$ cat config.mk
export PLATFORM = sky130hd
export DESIGN_NAME = hs_pipeline_ctrl
export DESIGN_NICKNAME = d
export VERILOG_FILES = /design/src/rtl/hs_pkg.sv /design/src/rtl/hs_stage.sv /design/src/rtl/hs_pipeline_ctrl.sv
export SDC_FILE = /design/constraint.sdc
export NUM_CORES = 1
export LEC_CHECK = 0
export CELL_PAD_IN_SITES_DETAIL_PLACEMENT = 1
export CELL_PAD_IN_SITES_GLOBAL_PLACEMENT = 1
export CORE_AREA = 2 2 63 65
export DETAILED_ROUTE_END_ITERATION = 10
export DIE_AREA = 0 0 65 67
export PLACE_DENSITY = 0.79
export SLEW_MARGIN = 20
export SYNTH_ARGS = -nofsm -noshare
export SYNTH_HDL_FRONTEND = slang
export SYNTH_HIERARCHICAL = 1
export SYNTH_SLANG_ARGS = --single-unit
$ cat constraint.sdc
create_clock -name clk -period 3.8 [get_ports clk]
set_input_delay 0.57 -clock clk [delete_from_list [all_inputs] [get_ports clk]]
set_output_delay 0.57 -clock clk [all_outputs]
set_load 0.03 [all_outputs]
$ cat src/rtl/hs_pkg.sv
// Shared sizing helper and stage-rule constants for the 4-phase pipeline controller.
package hs_pkg;

    // Stage-rule documentation constants: one edge each for capture,
    // ack propagate, release and left return-to-zero across a stage boundary.
    localparam int STAGE_FWD_EDGES = 4;

    typedef enum logic [1:0] {
        RULE_HOLD    = 2'd0,
        RULE_CAPTURE = 2'd1,
        RULE_RTZ     = 2'd2,
        RULE_RELEASE = 2'd3
    } hs_rule_e;

    function automatic int cnt_w(input int depth);
        return $clog2(depth + 1);
    endfunction

endpackage

$ cat src/rtl/hs_stage.sv
// One 4-phase bundled-data stage: request/ack/data flops and the capture, RTZ and release rules.
module hs_stage #(
    parameter int WIDTH = 8
) (
    input  logic             clk,
    input  logic             rst,
    input  logic             i_req,
    input  logic             i_ack,
    input  logic [WIDTH-1:0] i_din,
    output logic             o_req,
    output logic             o_ack,
    output logic [WIDTH-1:0] o_dout
);

    logic             r_req;
    logic             r_ack;
    logic [WIDTH-1:0] r_dout;
    logic             w_capture;

    // Capture needs an idle stage and a downstream that has finished its own RTZ.
    assign w_capture = i_req & ~r_ack & ~r_req & ~i_ack;

    always_ff @(posedge clk or negedge rst) begin
        if (!rst) begin
            r_req  <= 1'b0;
            r_ack  <= 1'b0;
            r_dout <= '0;
        end else if (w_capture) begin
            r_req  <= 1'b1;
            r_ack  <= 1'b1;
            r_dout <= i_din;
        end else begin
            // Release and RTZ are independent and may both fire on one edge.
            if (r_ack & ~i_req) r_ack <= 1'b0;
            if (r_req & i_ack)  r_req <= 1'b0;
        end
    end

    assign o_req  = r_req;
    assign o_ack  = r_ack;
    assign o_dout = r_dout;

endmodule

$ cat src/rtl/hs_pipeline_ctrl.sv
// DEPTH-stage 4-phase bundled-data pipeline with occupancy reporting.
module hs_pipeline_ctrl
    import hs_pkg::*;
#(
    parameter  int WIDTH = 8,
    parameter  int DEPTH = 4,
    localparam int CNT_W = cnt_w(DEPTH)
) (
    input  logic             clk,
    input  logic             rst,
    input  logic             lreq,
    output logic             lack,
    input  logic [WIDTH-1:0] ldata,
    output logic             rreq,
    input  logic             rack,
    output logic [WIDTH-1:0] rdata,
    output logic [CNT_W-1:0] count,
    output logic             full,
    output logic             empty
);

    // Chain index k is the boundary on the left of stage k; index DEPTH faces the consumer.
    logic [DEPTH:0]            w_req;
    logic [DEPTH:0]            w_ack;
    logic [DEPTH:0][WIDTH-1:0] w_data;
    logic [CNT_W-1:0]          w_count;

    assign w_req[0]      = lreq;
    assign w_data[0]     = ldata;
    assign w_ack[DEPTH]  = rack;

    for (genvar k = 0; k < DEPTH; k++) begin : g_stage
        hs_stage #(.WIDTH(WIDTH)) u_stage (
            .clk    (clk),
            .rst    (rst),
            .i_req  (w_req[k]),
            .i_ack  (w_ack[k+1]),
            .i_din  (w_data[k]),
            .o_req  (w_req[k+1]),
            .o_ack  (w_ack[k]),
            .o_dout (w_data[k+1])
        );
    end

    always_comb begin
        w_count = '0;
        for (int k = 1; k <= DEPTH; k++) begin
            w_count = w_count + CNT_W'(w_req[k]);
        end
    end

    assign lack  = w_ack[0];
    assign rreq  = w_req[DEPTH];
    assign rdata = w_data[DEPTH];
    assign count = w_count;
    assign full  = (w_count == CNT_W'(DEPTH));
    assign empty = (w_count == '0);

endmodule

; After elaboration in Yosys (flattened, before gate mapping)
; Index checks and enable logic that the tools add are counted.
[classes]
add_sub_neg = 3
eq_ne = 1
n_mux = 16
bitwise = 30
reduce_logical = 9
[op_table]
columns = operator, n
row1 = $and 1x1->1, 20
row2 = $mux 1, 16
row3 = $reduce_bool 2->1, 8
row4 = $not 1->1, 10
row5 = $add 2x1->3, 1
row6 = $add 3x1->3, 1
row7 = $eq 3x3->1 const B, 1
row8 = $logic_not 3->1, 1
row9 = $add 1x1->2, 1
[totals]
register_bits = 40
output_inout_bits = 15

; Longest topological paths before layout
[depth]
word_depth = 5
mapped_depth = 6
ltp_nobuf = 6

; Cells and area by module
; Netlist, hierarchy kept.
[by_module_without_submodules]
columns = mod, n_inst, cells_each, area_each_um2, seq_area_each_um2
row1 = hs_stage, 4, 24, 390.4, 250.2
row2 = hs_pipeline_ctrl, 1, 10, 86.3, 0.0

; Least setup slack after synthesis
; Ideal clock, no wire load.
[synth_path]
kind = flip-flop to output port
from = register g_stage[3].u_stage.r_req
to = output port full
arrival_ns = 2.363
required_time_ns = 3.230
slack_ns = 0.867
stages_incl_launch_ff = 7
n_path_buf = 0
path_cell_list = dfrtp_1 inv_1 fa_1 inv_1 ha_1 ha_1 nor3b_2
[synth_between]
elab_chain_len = 2
[synth_lines]
columns = element, line_no
row1 = from (decl), hs_stage.sv:15  ; logic r_req;
row2 = from (signal assigned), hs_stage.sv:25  ; r_req <= 1'b0;
row3 = from (signal assigned), hs_stage.sv:29  ; r_req <= 1'b1;
row4 = from (signal assigned), hs_stage.sv:35  ; if (r_req & i_ack) r_req <= 1'b0;
row5 = $add 3x1->3, hs_pipeline_ctrl.sv:48  ; w_count = w_count + CNT_W'(w_req[k]);
row6 = via count[1], hs_pipeline_ctrl.sv:17  ; output logic [CNT_W-1:0] count,
row7 = $eq 3x3->1, hs_pipeline_ctrl.sv:56  ; assign full = (w_count == CNT_W'(DEPTH));
row8 = to (decl), hs_pipeline_ctrl.sv:18  ; output logic full,
; The timed path passes the listed nets, and every way through them passes these cells.

; Final worst setup path
[layout_path]
from = register g_stage[0].u_stage.r_req
to = output port full
[layout_between]
elab_chain_len = 4
[layout_lines]
columns = element, line_no
row1 = from (decl), hs_stage.sv:15
row2 = from (signal assigned), hs_stage.sv:25
row3 = from (signal assigned), hs_stage.sv:29
row4 = from (signal assigned), hs_stage.sv:35
row5 = $add 1x1->2, hs_pipeline_ctrl.sv:48
row6 = $add 2x1->3, hs_pipeline_ctrl.sv:48
row7 = $add 3x1->3, hs_pipeline_ctrl.sv:48
row8 = $eq 3x3->1, hs_pipeline_ctrl.sv:56
; No other way between the ends.

==> results.sh <==
export IMPL_synthTopCellsByArea="dfrtp_1, mux2_2, nor4b_4, inv_1, o21a_1"
export IMPL_tightestPinTransition_ns=0.848
export IMPL_post_cts_buffers=0
export IMPL_dp_hpwl_mm=2.13
export IMPL_die_y_um=67
export IMPL_reg2reg_to="g_stage[3].u_stage/o_dout[6]$_DFFE_PN0P_"
export IMPL_routed_wl_mm=2.99
export IMPL_cts_root_buf="clkbuf_8"
export IMPL_maxSlewHeadroom_pct=43.4
export IMPL_rows=22
export IMPL_ant_nets=0
export IMPL_syn_mean_instance_area_um2=15.5
export IMPL_async_reset_ff_share_pct=100
export IMPL_grt_max_degree=41
export IMPL_reg2reg_depth=2
export IMPL_clock_skew_ns=0.00326
export IMPL_syn_inst=106
export IMPL_htreeDepth=2
export IMPL_gr_usage_all_layers_pct=16.8
export IMPL_ir_worst_vdd_mv=0.454
export IMPL_clock_latency_ns=0.28
export IMPL_cts_path_max_buffers=2
export IMPL_hp_class="input pin to async pin"
export IMPL_wl_per_cell_um=15.9
export IMPL_yosysMostFrequentCell="dfrtp_1"
export IMPL_power_leakage_nw=0.910
export IMPL_final_setup_tns_ns=0
export IMPL_ys_ff_latch=40
export IMPL_finalCritPeriodShare_pct=88.7
export IMPL_synth_top_cell_area_share_pct=60.7
export IMPL_worstPathMaxFanout=7
export IMPL_cp_arrival_ns=2.80
export IMPL_post_route_util_pct=57.9
export IMPL_criticalPathCategory="flip-flop to output pin"
export IMPL_drv_slew=0
export IMPL_status="finished, final reports clean"
export IMPL_post_cts_resized=0
export IMPL_critPathLaunchType="flip-flop"
export IMPL_fmax_mhz=297
export IMPL_dp_slack_ns=0.718
export IMPL_clock_sinks=40
export IMPL_critPathMaxStageDelay_ns=0.69
export IMPL_r2r_slack_ns=2.12
export IMPL_clkTransAtPathRegs_ns=0.07
export IMPL_timing_rr_start="g_stage[3].u_stage/o_ack$_DFFE_PN0P_"
export IMPL_dr_pass1_iters=4
export IMPL_numCtsBuffers=5
export IMPL_first_iter_violations=35
export IMPL_yosysWarnings=6
export IMPL_hold_viol=0
export IMPL_endpoint_kind="output pin"
export IMPL_maxCapViolCount=0
export IMPL_start_util_pct=45.7
export IMPL_crit_family="adder cells"
export IMPL_viasPerCell=5.09
export IMPL_die_area_um2=4360
export IMPL_cts_hold_buf=0
export IMPL_dr_total_vias=957
export IMPL_final_min_clock_period_ns=3.37
export IMPL_crit_path_top_delay_cell="clkdlybuf4s50_1"
export IMPL_gp_congestion=0.670
export IMPL_cts_tree="yes"
export IMPL_netlist_area_um2=1650
export IMPL_grt_pass1_vias=1063
export IMPL_cp_data_required_time_ns=3.23
export IMPL_grt_ovfl_total=0
export IMPL_synth_enable_flop_cells=0
export IMPL_pin_count=27
export IMPL_critical_path_depth=7
export IMPL_core_um2=3610
export IMPL_fin_nets=154
export IMPL_port_buffer_count=26
export IMPL_timing_final_ws_setup_ns=0.429
export IMPL_synthFlopType="dfrtp_1"
export IMPL_grt_pass1_wl_mm=5.20
export IMPL_area_growth_pct=26.8
export IMPL_hold_ws_ns=0.393
export IMPL_grt_antenna_before_repair=0
export IMPL_antenna_cells=0
export IMPL_setup_viol=0
export IMPL_syn_nets=121
export IMPL_drc=0
export IMPL_path_buf_inv=3
export IMPL_rsz0062_at_grt="no"
export IMPL_crit_path_cell_trace="inv_1 > fa_1 > inv_1 > ha_1 > ha_1 > nor3b_2 > clkdlybuf4s50_1"
export IMPL_seq_area_frac_synth_pct=60.7
export IMPL_post_route_cells_drive_above_1_share_pct=33.6
export IMPL_synth_top_cell_by_area="dfrtp_1"
export IMPL_ys_types=12
export IMPL_pwr_density_cell_nw_per_um2=1060
export IMPL_netlist_top_cells_count="dfrtp_1, mux2_2, inv_1"
export IMPL_die_w_um=65
[state kept, by name, indices dropped and copies added, names as in the netlist]
| name | cells |
|---|---|
| g_stage.u_stage/o_ack | 4 |
| g_stage.u_stage/o_req | 4 |
| g_stage.u_stage/o_dout | 32 |
[per-stage QoR]
step / std cells / total power (W) / instance area (µm²)
global placement: 180 / 0.00181 / 1960
global route: 188 / 0.00237 / 2090
finish: 188 / 0.00222 / 2090
floorplan: 106 / 0.00150 / 1650
detailed placement: 180 / 0.00187 / 1960
CTS: 188 / 0.00226 / 2090
[cell type report]
type                    instances  area [µm²]
fillers                       348        1520
flip-flops and latches         40        1000
inverters                       9        33.8
clock inverters                 1        30.0
multi-input cells              57         613
repair buffers                 26         255
well taps                      48        60.1
clock buffers                   7        96.3
[worst max path at each step]
stage / from / to / slack (ns)
floorplan: g_stage[3].u_stage/o_req$_DFFE_PN0P_ / full / 0.87
global placement: g_stage[0].u_stage/o_req$_DFFE_PN0P_ / full / 0.80
detailed placement: g_stage[0].u_stage/o_req$_DFFE_PN0P_ / full / 0.72
CTS: g_stage[0].u_stage/o_req$_DFFE_PN0P_ / full / 0.39
global route: g_stage[0].u_stage/o_req$_DFFE_PN0P_ / full / 0.27
finish: g_stage[0].u_stage/o_req$_DFFE_PN0P_ / full / 0.43
[placed cells by master, fill, tap and decap left out]
cell,instances
nand2b_1,4
nor3b_2,1
mux2_2,32
nor4b_4,4
clkdlybuf4s50_1,25
inv_1,9
bufinv_16,1
nor3_2,1
buf_2,1
dfrtp_1,40
o21a_1,4
nor2_1,4
ha_1,2
clkbuf_8,7
a21oi_1,4
fa_1,1
[metal layers]
layer | vias to the layer above | wire length (µm) | GRT usage (%) | part of all wire, %
met5 | - | 0 | 0 | 0
met1 | 501 | 1200 | 19.0 | 40
met3 | 7 | 97 | 5.07 | 3.2
met2 | 17 | 1630 | 29.3 | 54
met4 | 0 | 67 | 7.45 | 2.2
li1 | 432 | - | - | -
[report_power, final]
part | leakage [nW] | switching, W | internal, W | total (W)
sequential | 0.484 | 0.000174 | 0.000640 | 0.000814
clock | 0.0645 | 0.000136 | 0.000232 | 0.000367
combinational | 0.362 | 0.000514 | 0.000527 | 0.00104
[logic make-up (layout without fill, tap and decap cells)]
| logic type | Yosys count | count (layout) | synth area share [%] |
|---|---|---|---|
| compound gates | 8 | 8 | 3.04 |
| fa+ha+maj | 3 | 3 | 2.73 |
| buf+inv | 9 | 43 | 2.05 |
| flops | 40 | 40 | 60.7 |
| mux | 32 | 32 | 21.9 |
| simple gates | 14 | 14 | 9.57 |
[worst reg2reg max path, delay by kind of cell, from the launching register on]
family           cells  cell delay [ns]
DFF                  1             0.48
muxes                1             0.42
and+or+nand+nor      1             0.68
(Power assumes the default switching activity.)
